File: src/rtl/serial_stream_bridge.sv
// Bidirectional strobe/ready word bridge: one FIFO per direction with per-word
// repeat, sticky overflow flags and optional local echo of endpoint A.

module serial_stream_bridge #(
    parameter int WIDTH  = 8,
    parameter int DEPTH  = 32,
    parameter int REPEAT = 1,
    parameter int ECHO   = 0
) (
    input  logic                   clk,
    input  logic                   reset,
    input  logic [WIDTH-1:0]       a_rx_data,
    input  logic                   a_rx_strobe,
    output logic [WIDTH-1:0]       a_tx_data,
    output logic                   a_tx_strobe,
    input  logic                   a_tx_ready,
    input  logic [WIDTH-1:0]       b_rx_data,
    input  logic                   b_rx_strobe,
    output logic [WIDTH-1:0]       b_tx_data,
    output logic                   b_tx_strobe,
    input  logic                   b_tx_ready,
    output logic                   a2b_overflow,
    output logic                   b2a_overflow,
    output logic [$clog2(DEPTH):0] a2b_level,
    output logic [WIDTH-1:0]       last_a_rx
);
    localparam int AW = $clog2(DEPTH);
    localparam logic [7:0] LAST_REP = 8'(REPEAT - 1);
    localparam logic [AW:0] FULL_XOR = {1'b1, {AW{1'b0}}};

    // A -> B direction state
    logic [WIDTH-1:0] r_a2bMem [DEPTH];
    logic [AW:0]      r_a2bWptr;
    logic [AW:0]      r_a2bRptr;
    logic [7:0]       r_a2bRep;
    logic             r_a2bPrev;
    logic             r_a2bOvf;
    logic [WIDTH-1:0] r_bTxHold;
    logic             w_a2bFull;
    logic             w_a2bEmpty;
    logic             w_a2bWrite;
    logic             w_a2bEmit;
    logic             w_a2bPop;

    // B -> A direction state, plus the echo holding register
    logic [WIDTH-1:0] r_b2aMem [DEPTH];
    logic [AW:0]      r_b2aWptr;
    logic [AW:0]      r_b2aRptr;
    logic [7:0]       r_b2aRep;
    logic             r_b2aPrev;
    logic             r_b2aOvf;
    logic [WIDTH-1:0] r_aTxHold;
    logic             w_b2aFull;
    logic             w_b2aEmpty;
    logic             w_b2aPush;
    logic [WIDTH-1:0] w_b2aData;
    logic             w_b2aWrite;
    logic             w_b2aEmit;
    logic             w_b2aPop;

    logic             r_echoValid;
    logic [WIDTH-1:0] r_echoData;
    logic             w_echoLoad;
    logic             w_echoDrain;
    logic             w_echoDrop;

    logic [WIDTH-1:0] r_lastARx;

    assign w_a2bFull  = (r_a2bWptr ^ r_a2bRptr) == FULL_XOR;
    assign w_a2bEmpty = r_a2bWptr == r_a2bRptr;
    assign w_a2bWrite = a_rx_strobe && !w_a2bFull;
    assign w_a2bEmit  = reset && !w_a2bEmpty && b_tx_ready && !r_a2bPrev;
    assign w_a2bPop   = w_a2bEmit && (r_a2bRep == LAST_REP);

    assign w_b2aFull  = (r_b2aWptr ^ r_b2aRptr) == FULL_XOR;
    assign w_b2aEmpty = r_b2aWptr == r_b2aRptr;
    assign w_b2aWrite = w_b2aPush && !w_b2aFull;
    assign w_b2aEmit  = reset && !w_b2aEmpty && a_tx_ready && !r_b2aPrev;
    assign w_b2aPop   = w_b2aEmit && (r_b2aRep == LAST_REP);

    // B's own words win the B->A write port; an A echo that collides waits one
    // cycle in the holding register, and a second collision drops the echo.
    always_comb begin
        w_b2aPush   = b_rx_strobe;
        w_b2aData   = b_rx_data;
        w_echoLoad  = 1'b0;
        w_echoDrain = 1'b0;
        w_echoDrop  = 1'b0;
        if (ECHO != 0) begin
            if (b_rx_strobe) begin
                if (a_rx_strobe) begin
                    if (r_echoValid) begin
                        w_echoDrop = 1'b1;
                    end else begin
                        w_echoLoad = 1'b1;
                    end
                end
            end else if (r_echoValid) begin
                w_b2aPush   = 1'b1;
                w_b2aData   = r_echoData;
                w_echoDrain = 1'b1;
                w_echoLoad  = a_rx_strobe;
            end else if (a_rx_strobe) begin
                w_b2aPush = 1'b1;
                w_b2aData = a_rx_data;
            end
        end
    end

    always_ff @(posedge clk) begin
        if (w_a2bWrite) begin
            r_a2bMem[r_a2bWptr[AW-1:0]] <= a_rx_data;
        end
        if (w_b2aWrite) begin
            r_b2aMem[r_b2aWptr[AW-1:0]] <= w_b2aData;
        end
    end

    // Full is judged on the pre-pop pointers, so a push into a full FIFO is
    // lost even when the head leaves in the same cycle.
    always_ff @(posedge clk) begin
        if (!reset) begin
            r_a2bWptr <= '0;
            r_a2bRptr <= '0;
            r_a2bRep  <= '0;
            r_a2bPrev <= 1'b0;
            r_a2bOvf  <= 1'b0;
            r_bTxHold <= '0;
        end else begin
            r_a2bPrev <= w_a2bEmit;
            if (w_a2bWrite) begin
                r_a2bWptr <= r_a2bWptr + 1'b1;
            end
            if (w_a2bPop) begin
                r_a2bRptr <= r_a2bRptr + 1'b1;
            end
            if (w_a2bEmit) begin
                r_bTxHold <= r_a2bMem[r_a2bRptr[AW-1:0]];
                r_a2bRep  <= w_a2bPop ? 8'd0 : r_a2bRep + 8'd1;
            end
            if (a_rx_strobe && w_a2bFull) begin
                r_a2bOvf <= 1'b1;
            end
        end
    end

    always_ff @(posedge clk) begin
        if (!reset) begin
            r_b2aWptr <= '0;
            r_b2aRptr <= '0;
            r_b2aRep  <= '0;
            r_b2aPrev <= 1'b0;
            r_b2aOvf  <= 1'b0;
            r_aTxHold <= '0;
        end else begin
            r_b2aPrev <= w_b2aEmit;
            if (w_b2aWrite) begin
                r_b2aWptr <= r_b2aWptr + 1'b1;
            end
            if (w_b2aPop) begin
                r_b2aRptr <= r_b2aRptr + 1'b1;
            end
            if (w_b2aEmit) begin
                r_aTxHold <= r_b2aMem[r_b2aRptr[AW-1:0]];
                r_b2aRep  <= w_b2aPop ? 8'd0 : r_b2aRep + 8'd1;
            end
            if ((w_b2aPush && w_b2aFull) || w_echoDrop) begin
                r_b2aOvf <= 1'b1;
            end
        end
    end

    always_ff @(posedge clk) begin
        if (!reset) begin
            r_echoValid <= 1'b0;
            r_echoData  <= '0;
            r_lastARx   <= '0;
        end else begin
            if (w_echoLoad) begin
                r_echoValid <= 1'b1;
                r_echoData  <= a_rx_data;
            end else if (w_echoDrain) begin
                r_echoValid <= 1'b0;
            end
            if (a_rx_strobe) begin
                r_lastARx <= a_rx_data;
            end
        end
    end

    // The head word is shown directly in the strobe cycle and then held.
    assign b_tx_strobe  = w_a2bEmit;
    assign b_tx_data    = w_a2bEmit ? r_a2bMem[r_a2bRptr[AW-1:0]] : r_bTxHold;
    assign a_tx_strobe  = w_b2aEmit;
    assign a_tx_data    = w_b2aEmit ? r_b2aMem[r_b2aRptr[AW-1:0]] : r_aTxHold;
    assign a2b_overflow = r_a2bOvf;
    assign b2a_overflow = r_b2aOvf;
    assign a2b_level    = r_a2bWptr - r_a2bRptr;
    assign last_a_rx    = r_lastARx;

endmodule

File: config.mk
export PLATFORM = sky130hd
export DESIGN_NAME = serial_stream_bridge
export DESIGN_NICKNAME = d
export VERILOG_FILES = /design/src/rtl/serial_stream_bridge.sv
export SDC_FILE = /design/constraint.sdc
export NUM_CORES = 1
export LEC_CHECK = 0
export CAP_MARGIN = 10
export CORE_UTILIZATION = 45
export CTS_CLUSTER_DIAMETER = 80
export DETAILED_ROUTE_END_ITERATION = 6
export PLACE_DENSITY_LB_ADDON = 0.1
export SETUP_SLACK_MARGIN = 0.15
export SLEW_MARGIN = 20
export SYNTH_ARGS = -nofsm -noshare
export SYNTH_HDL_FRONTEND = slang
export SYNTH_SLANG_ARGS = --single-unit
File: constraint.sdc
create_clock -name clk -period 2.7 [get_ports clk]
set_clock_uncertainty 0.1 [all_clocks]
set_input_delay 0.81 -clock clk [delete_from_list [all_inputs] [get_ports clk]]
set_output_delay 0.81 -clock clk [all_outputs]
set_load 0.05 [all_outputs]
# --- After elaboration in Yosys (flattened, before gate mapping) ---
# Memory sizes are Yosys's and may differ from the RTL's. A register that Yosys moved wholly into a read port is not among the register bits.
# Cells that the tools add are included.
op_classes:
  addsub: 7
  eq_ne: 4
  mux: 12
  bitwise_logic: 2
  n_reduce_logical: 20
op_table:
  columns: ["op", "n"]
  rows:
  - ["$mux 8", 4]
  - ["$add 6x1->6 const B", 4]
  - ["$mux 5", 4]
  - ["$add 8x1->8 const B", 2]
  - ["$logic_not 8->1", 2]
  - ["$eq 6x6->1", 2]
  - ["$eq 6x6->1 const B", 2]
  - ["$logic_and 1x1->1", 12]
  - ["$xor 6x6->6", 2]
  - ["$logic_not 1->1", 6]
  - ["$sub 6x6->6", 1]
  - ["$mux 1", 4]
word_totals:
  ff_bits: 68
  ramBits: 512
  in_bits: 22
  output_inout_bits: 34
  wordCells: 60
  n_memories: 2
mem_list:
  columns: ["name", "words", "width", "read_ports", "rd_clocked_by_memory_dff", "write_ports", "line_no", "source"]
  rows:
  - ["r_a2bMem", 32, 8, 1, 1, 1, "32", "logic [WIDTH-1:0] r_a2bMem [DEPTH];"]
  - ["r_b2aMem", 32, 8, 1, 1, 1, "46", "logic [WIDTH-1:0] r_b2aMem [DEPTH];"]

# --- Depth between registers and ports, before layout ---
# Gate-level depths: netlist of the first run.
logic_depth:
  depth_word: 8
  depth_mapped: 11
  mapped_depth_nobuf: 9

# --- Least setup slack after synthesis of the first run ---
# No wires, ideal clock.
synth_timing:
  path_kind: "reg2out"
  startpoint: "reg r_a2bWptr[0]"
  endpoint: "out b_tx_data[1]"
  arrival_ns: 2.945
  required_time_ns: 1.790
  path_slack_ns: -1.155
  stages_incl_launch_ff: 9
  n_path_buf: 1
  path_cell_list: "dfxtp_1 inv_1 ha_1 and4_1 a311o_1 inv_2 clkbuf_1 nor2_1 nor2_1"
synth_via:
  elab_chain_len: 6
synth_rtl:
  columns: ["element", "line_no", "source"]
  rows:
  - ["from (decl)", "33", "logic [AW:0] r_a2bWptr;"]
  - ["from (signal assigned)", "132", "r_a2bWptr <= r_a2bWptr + 1'b1;"]
  - ["$eq 6x6->1", "70", "assign w_a2bEmpty = r_a2bWptr == r_a2bRptr;"]
  - ["$logic_not 1->1", "72", "assign w_a2bEmit = reset && !w_a2bEmpty && b_tx_ready && !r_a2bPrev;"]
  - ["$logic_and 1x1->1 (3 in a row)", "72", null]
  - ["via b_tx_strobe", "20", "output logic b_tx_strobe,"]
  - ["$mux 8", null, null]
  - ["to (decl)", "19", "output logic [WIDTH-1:0] b_tx_data,"]
# The timed path passes the listed nets, and every way through them passes these cells.

==> reports/results.ini, run 1 <==
[outcome]
status = finished, violations left
violations = setup timing

[yosys]
synth_area_um2 = 23500
yosys_most_used_dff = edfxtp_1
yosys_warnings = 0
synth_cell_types = 57
synth-edff-count = 512
netlist_top_cells_count = edfxtp_1 (512), mux4_2 (110), nor2_1 (96)
yosys.area.top_type = edfxtp_1
yosysMostFrequentCell = edfxtp_1
netlist_instances = 1271
yosysTopAreaCellShare = 0.654
async_reset_ff_frac = 0
synth_nets = 1313
yosysSeqAreaShare = 0.720
ys_top_cells_by_area = edfxtp_1 (65%), mux4_2 (11%), dfxtp_1 (6.6%), mux4_1 (2.7%), nor2_1 (1.5%)
ys_seq_elements = 590
syn-mean-instance-area_um2 = 18.5

[drt]
post_drt_wl_per_cell_um = 23.0
drc = 0
antenna_left = 0
viasPerCell = 5.34
drt_first_pass_iters = 5
dr.first_iter.drc_count = 729
num_vias = 12300
wl_um = 53000

[placed_design]
placed_area_um2 = 26900
io_buffer_count = 55
placedCellCount = 2164
dp_hpwl_um = 34300
gp_congestion = 0.775

[cells_and_area]
fin_area_um2 = 29900
fin_cells = 2306
layout-drive-gt1-share = 0.394
syn2layout_area_growth_pct = 27.0
nets = 1617
antennaDiodeCount = 0

[clock_tree]
ctsHtreeMaxLevel = 2
clkSinkCount = 590
cts_buffers = 61
cts.path.max_buffers = 3
cts_hold_repair.buffers = 0
cts-root-buf = clkbuf_16
cts_tree = done
clk_pin_slew_ps = 60
clock_latency_ps = 620

[floorplanning]
num_rows = 83
die_w_um = 231
io_pins = 56
die_y_um = 231
design.core.area_um2 = 51500
fp.dieArea_um2 = 53200
initial_core_util = 0.457

[critical_path]
cp.required_ps = 1790
reg2reg_depth = 11
cp_max_fo = 5
path_class = reg -> out
cp_slowest_stage_delay_ps = 550
r2r-start = r_a2bWptr[0]
worst_setup_path_start_kind = flip-flop
critPathArrivalTime_ps = 2790
reg2reg_setup_slack_ps = 300
endpoint_kind = output port
worstPathCellList = buf_12, buf_16, mux4_2, mux4_2, nand2_4, a31oi_4, buf_12
slowest_stage = mux4_2

[worst_hold_path]
hold_path.startpoint = r_b2aRep[0]
hold_class = reg -> reg
min_to = r_b2aRep[0]
holdPathStages = 2

[timing]
tightest_slew_ps = 733
finalMaxSlewViolations = 0
finalCriticalPeriod_ps = 3700
hold_viol_final = 0
finalSetupViolCount = 23
max_slew_margin = 0.510
fmax_ghz = 0.270
rsz0062_at_grt = yes
finalWorstSetupSlack_ps = -999
final.period_utilization = 1.37

[global_routing]
grt_max_degree = 42
grt-ovfl-total = 0
grt_pass1_wl_um = 80800
grt_antenna_before_repair = 0
grt_pass1_vias = 12900
grt_usage = 0.206

[power]
leakage_nw = 10.1
vdd_drop_max_uv = 487
pwr_density_cell_nw_per_um2 = 674

[run]
max-cap-violations = 0

-- worst max path at each step --
stage                           from           end  slack [ps]  cells past startpoint
after floorplan                reset  a_tx_data[0]        -170                      7
after global placement    a_tx_ready  a_tx_data[2]        -780                      8
after detailed placement  a_tx_ready  a_tx_data[2]        -790                      8
after CTS                  flip-flop  b_tx_data[4]       -1050                      7
after global routing       flip-flop  b_tx_data[6]       -1090                     10
final                      flip-flop  b_tx_data[4]       -1000                      7
-- layout make-up --
cell class,count,area [um^2]
Timing Repair Buffer,308,3310
Multi-Input combinational cell,589,6620
Tap cell,680,851
Clock buffer,77,1630
Sequential cell,590,17000
Clock inverter,37,378
Fill cell,4010,21700
Inverter,25,104
-- critical path, delay by kind of cell, from the launching register on --
family                 cells  cell delay (ps)
multiplexers               2             1090
buffers and inverters      3              470
AND/OR/NAND/NOR            1              110
flip-flops                 1              380
AO/OA/AOI/OAI              1              110
-- routing by layer --
| metal | up-vias | part of all wire | GRT usage |
|---|---|---|---|
| li1 | 5628 | - | - |
| met1 | 6394 | 0.44 | 0.274 |
| met2 | 202 | 0.50 | 0.350 |
| met3 | 94 | 0.030 | 0.0284 |
| met4 | 0 | 0.028 | 0.0656 |
| met5 | - | 0 | 0 |
-- state kept, by name, indices dropped and copies added (netlist names), named ones only --
signal / count
a2b_overflow: 1
b2a_overflow: 1
last_a_rx: 8
r_a2bMem: 256
r_a2bPrev: 1
r_a2bRep: 8
r_a2bRptr: 6
r_a2bWptr: 6
r_aTxHold: 8
r_b2aMem: 256
r_b2aPrev: 1
r_b2aRep: 8
r_b2aRptr: 6
r_b2aWptr: 6
r_bTxHold: 8
-- layout by cell type, fill, tap and decap left out, drive strengths merged, types with 25 or more instances in the layout --
cell | Yosys | layout
and2 | 36 | 36
clkinv | 0 | 25
mux4 | 134 | 134
nor2 | 96 | 96
dfxtp | 78 | 78
inv | 25 | 28
buf | 34 | 278
nor2b | 39 | 39
clkbuf | 33 | 77
nand2 | 45 | 45
edfxtp | 512 | 512
-- timing repair --
action / in CTS / in global routing
pin swaps: 32 / 27
setup endpoints to repair: 35 / 24
buffers inserted: 18 / 3
resized for setup: 131 / 38
cloned: 7 / 0
-- power breakdown --
group / internal, mW / leakage, nW / switching, mW
clock network: 4.93 / 0.987 / 3.44
logic: 0.847 / 3.83 / 0.890
registers: 9.98 / 5.25 / 0.0497
-- logic make-up after synthesis --
group / Yosys count / synth area share
and+or+nand+nor: 279 / 0.0598
muxes: 159 / 0.143
xor gates and xnor gates: 43 / 0.0160
DFF: 590 / 0.720
AOI/OAI and AO/OA: 88 / 0.0283
adders and majority gates: 20 / 0.0110
buffers and inverters: 92 / 0.0219
-- stage by stage --
| stage | total power [mW] | hold WS, ps | setup TNS [ps] | utilization | setup WS [ps] |
|---|---|---|---|---|---|
| after floorplan | 11.1 | 372 | -2290 | - | -165 |
| after global placement | 11.8 | 384 | -17590 | 0.523 | -778 |
| after detailed placement | 11.8 | 393 | -16660 | 0.523 | -787 |
| after CTS | 20.3 | 407 | -18300 | 0.576 | -1050 |
| after global routing | 20.8 | 442 | -19350 | 0.580 | -1090 |
| final | 20.1 | 405 | -17150 | 0.580 | -999 |
Note: power is estimated with default switching activity, not from simulation.
==> inputs of run 2 (changes only) <==
--- a/config.mk
+++ b/config.mk
@@ -9,6 +9,7 @@
 export CORE_UTILIZATION = 45
 export CTS_CLUSTER_DIAMETER = 80
 export DETAILED_ROUTE_END_ITERATION = 6
+export GPL_ROUTABILITY_DRIVEN = 0
 export PLACE_DENSITY_LB_ADDON = 0.1
 export SETUP_SLACK_MARGIN = 0.15
 export SLEW_MARGIN = 20
==> results of run 2 <==
No change in the layout: final DEF, timing and power equal those of run 1.
==> edit 1: new RTL, settings of run 1 <==
`WIDTH`: 8 -> 12.
--- a/src/rtl/serial_stream_bridge.sv
+++ b/src/rtl/serial_stream_bridge.sv
@@ -3,5 +3,5 @@
 
 module serial_stream_bridge #(
-    parameter int WIDTH  = 8,
+    parameter int WIDTH  = 12,
     parameter int DEPTH  = 32,
     parameter int REPEAT = 1,
Interface: changed (5 resized); port bits go from 56 to 76. The function was not compared with the original's and may differ.
==> edit 1 against run 1 <==
- critical endpoint unchanged
- synthesized cell count up 37%
- the flow finishes with violations (design-rule violations, negative setup slack)
- final area rose by 47%
- non-clock buffer count grew 153
- synthesized area increased by 42%
- routed wire length grew 56%
- via count increased by 46%
- setup slack worse by 0.059 ns
- sequential cell count increased by 268
- die area up 42%
- largest power group unchanged
- total power up 47%
- highest routed layer unchanged
==> edit 1: results (changes against run 1) <==
Status
  • Status: finished, violations left (unchanged)
  • Failing checks: design-rule violations, negative setup slack (was negative setup slack)

Global route
  • GRT met2 Usage: 34.2% (was 35.0%)
  • Total GRT Usage: 22.4% (was 20.6%)
  • Largest net degree at the start of global routing: 34 (was 42)

Layout
  • Share of layout cells above drive strength 1: 42.7% (was 39.4%)
  • Register area: 24900 um^2 (was 17000 um^2)
  • Clock buf/inv share: 6.74% (was 6.71%)
  • Comb_multi_in: 768 (was 589)

STA
  • Worst Tran Pin Value: 0.553 ns (was 0.733 ns)
  • Post-route worst setup slack: -1.06 ns (was -0.999 ns)
  • Final TNS setup: -26.15 ns (was -17.15 ns)
  • Final setup fails: 31 (was 23)

Drt
  • DR WL met2: 38.4 mm (was 26.6 mm)
  • Post-route DRC: 9 (was 0)
  • Met3 WL: 4.77 mm (was 1.61 mm)

Placed design
  • Post-place setup slack: -1.03 ns (was -0.787 ns)
  • GPL Wtd Cong: 0.789 (was 0.775)
  • Port bufs: 75 (was 55)

Critical path
  • Critical path arrival: 2.85 ns (was 2.79 ns)
  • Setup slack, reg-to-reg: 0.18 ns (was 0.30 ns)

Synth
  • Syn_nets: 1794 (was 1313)
  • Post-synth top cells: edfxtp_1 (768), mux4_2 (187), nor2_1 (143) (was edfxtp_1 (512), mux4_2 (110), nor2_1 (96))
  • Seq/Total Area, Yosys: 74.5% (was 72.0%)

Power
  • Psw: 6510 uW (was 4380 uW)
  • Comb. pwr: 2640 uW (was 1740 uW)
## edit 1: changes by cell type after synthesis, sizes merged, moves of 11 or more
cell | run 1 | this run
a21oi | 8 | 47
a22oi | 21 | 47
and2 | 36 | 10
buf | 34 | 55
dfxtp | 78 | 90
edfxtp | 512 | 768
mux2i | 23 | 34
mux4 | 134 | 196
nand2 | 45 | 79
nor2 | 96 | 143
nor2b | 39 | 22
## edit 1: worst max-delay path by stage
stage	start	slack [ns]	to	cells past startpoint
3_3_place_gp	reset	-0.99	b_tx_data[10]	9
2_1_floorplan	reset	-0.49	a_tx_data[1]	8
6_report	flip-flop	-1.06	b_tx_data[4]	11
3_5_place_dp	reset	-1.03	b_tx_data[10]	9
5_1_grt	flip-flop	-1.14	a_tx_data[6]	10
4_1_cts	flip-flop	-1.13	b_tx_data[4]	11
## edit 1: cell families (layout without fill, tap and decap cells)
group | count (synthesis) | in the layout | synth area share, %
simple gates | 316 | 316 | 4.32
mux | 237 | 237 | 14.6
xor+xnor | 40 | 40 | 1.05
buf+inv | 118 | 656 | 1.68
fa+ha+maj | 20 | 20 | 0.772
compound gates | 155 | 155 | 3.14
flops | 858 | 858 | 74.5
## edit 1: worst max-delay path, delay by kind of cell (launching register included)
| kind | cells | cell delay (ns) |
|---|---|---|
| and+or+nand+nor | 1 | 0.09 |
| AOI/OAI and AO/OA | 3 | 0.39 |
| DFF | 1 | 0.37 |
| muxes | 2 | 0.69 |
| buffers and inverters | 5 | 0.64 |
## edit 1: repair_timing
action | CTS | global route
gates resized for setup | 162 | 73
gates cloned | 9 | 1
setup endpoints to repair | 63 | 49
buffers inserted | 42 | 29
pin swaps | 37 | 36
==> edit 2: new RTL, flow settings as in run 1 <==
Without the edit above. Put a register stage on the output `a2b_level`, with the module's reset. The value now appears one clock later. The other outputs are not delayed to match.
--- a/src/rtl/serial_stream_bridge.sv
+++ b/src/rtl/serial_stream_bridge.sv
@@ -196,5 +196,11 @@
     assign a2b_overflow = r_a2bOvf;
     assign b2a_overflow = r_b2aOvf;
-    assign a2b_level    = r_a2bWptr - r_a2bRptr;
+    always_ff @(posedge clk) begin
+        if (!reset) begin
+            a2b_level <= '0;
+        end else begin
+            a2b_level <= r_a2bWptr - r_a2bRptr;
+        end
+    end
     assign last_a_rx    = r_lastARx;
 
Formal check against the unedited RTL: not equivalent (a bounded check fails within 4 cycles, from zero or initial values and one cycle with reset low).
==> edit 2 against run 1 <==
- the flow still finishes with violations (negative setup slack)
- final area grew 1.5%
- critical path depth grew 1
- non-clock buffer count grew 16
- global-route usage grew 0.48 points
- clock power grew 7.5%
- setup slack gained 0.0086 ns
- synthesized area grew 0.82%
- cell count grew 2.0%
- sequential cell count grew 6
- utilization grew 0.64 points
- total power grew 3.2%
- routed wire length grew 3.1%
- critical endpoint is now a_tx_data[5]
- largest cell class unchanged
==> edit 2: results (changes against run 1) <==
Power
  • P_leak: 0.0103 uW (was 0.0101 uW)
  • Peak supply drop: 0.586 mV (was 0.487 mV)

Placed design
  • GPL Wtd Cong: 0.808 (was 0.775)
  • Hpwl dp: 35.0 mm (was 34.3 mm)
  • Placed cell areas: 27400 um^2 (was 26900 um^2)
  • Post-place setup slack: -0.905 ns (was -0.787 ns)
  • Placed Cells: 2199 (was 2164)

Status
  • Failing checks: negative setup slack (unchanged)
  • Status: finished, violations left (unchanged)

Clocking
  • TritonCTS Buffers: 66 (was 61)
  • Root Buffer: clkbuf_16 (unchanged)
  • CTS H-Tree Depth: 3 (was 2)

Layout
  • Post-layout nets: 1663 (was 1617)
  • Share of layout cells above drive strength 1: 37.8% (was 39.4%)
  • Number of fill cells: 3947 (was 4010)

Critical path
  • CP max FO: 7 (was 5)
  • Family with the most delay on the worst path: compound AO/OA/AOI/OAI gates (was multiplexers)

Synth
  • Main area contributors after synthesis: edfxtp_1 (65%), mux4_2 (10%), dfxtp_1 (7.1%), mux4_1 (2.5%), nor2_1 (1.6%) (was edfxtp_1 (65%), mux4_2 (11%), dfxtp_1 (6.6%), mux4_1 (2.7%), nor2_1 (1.5%))
  • Post-synth EDFFs: 512 (unchanged)
  • Post-synth top cells: edfxtp_1 (512), mux4_2 (105), nor2_1 (102) (was edfxtp_1 (512), mux4_2 (110), nor2_1 (96))
  • Synth Area in Adders: 1.09% (was 1.10%)
  • Xor/xnor share of the synthesized area: 1.37% (was 1.60%)
  • Syn avg cell area: 18.3 um^2 (was 18.5 um^2)
  • Count of different cell masters after synthesis: 63 (was 57)
  • Synth Area in Compound Gates: 3.37% (was 2.83%)

Drt
  • Starting DRT DRC Count: 899 (was 729)
  • Drt first pass iters: 7 (was 5)
  • Routed len/inst: 23.2 um (was 23.0 um)

Global route
  • Grt met3 use: 3.96% (was 2.84%)
  • First-pass GRT wire length: 82.5 mm (was 80.8 mm)
  • GR Layer Usage met1: 27.9% (was 27.4%)
  • GRT met2 Usage: 34.9% (was 35.0%)
  • Largest net degree at the start of global routing: 70 (was 42)

STA
  • Final TNS setup: -15.17 ns (was -17.15 ns)
  • Post-route worst setup slack: -0.990 ns (was -0.999 ns)
  • Final setup fails: 18 (was 23)
  • Slew HR: 37.9% (was 51.0%)
==> edit 2: changes by cell type after synthesis, sizes merged, moves of 4 or more <==
cell,delta
dfxtp,+6
mux2i,+5
mux2,+9
mux4,-6
buf,+11
a21oi,+4
nor2,+6
clkbuf,-11
xnor2,-5
inv,-5
o221ai,+8
==> edit 2: timing repair <==
action / CTS / global route
gates resized for setup: 101 / 24
hold endpoints to repair: 0 / 0
setup buffers: 18 / 12
cloned: 4 / 0
hold buffers: 0 / 0
setup endpoints to repair: 34 / 18
pin swaps: 26 / 22
==> edit 2: per-layer routing <==
layer	share of wire (%)	vias up
met3	4.2	99
met4	2.9	0
met5	0	-
li1	-	5797
met1	43	6573
met2	50	299
==> edit 2: final timing paths <==
kind,from,endpoint,slack [ns],depth (start not counted)
worst max-delay path,flip-flop,a_tx_data[5],-0.99,8
worst min-delay path,r_a2bPrev,r_a2bPrev,0.37,1
worst min register to register,r_a2bPrev,r_a2bPrev,0.37,1
worst max register to register,flip-flop,r_bTxHold[1],0.24,8
==> edit 2: power breakdown <==
group | switching [uW] | internal [uW] | total [uW]
Combinational | 873 | 794 | 1670
Clock | 3590 | 5400 | 9000
Sequential | 43.4 | 10100 | 10100
==> edit 2: cell type report <==
type,instances,area (um^2),area share [%]
clock inverters,32,388,1.28
inverters,21,86.3,0.285
repair buffers,324,3400,11.2
well taps,680,851,2.81
flip-flops and latches,596,17100,56.4
clock buffers,87,1800,5.94
multi-input cells,612,6690,22.1
==> edit 2: cell families after synthesis <==
| logic type | after synthesis |
|---|---|
| simple gates | 284 |
| mux | 167 |
| xor+xnor | 37 |
| fa+ha+maj | 20 |
| flops | 596 |
| buf+inv | 88 |
| compound gates | 104 |
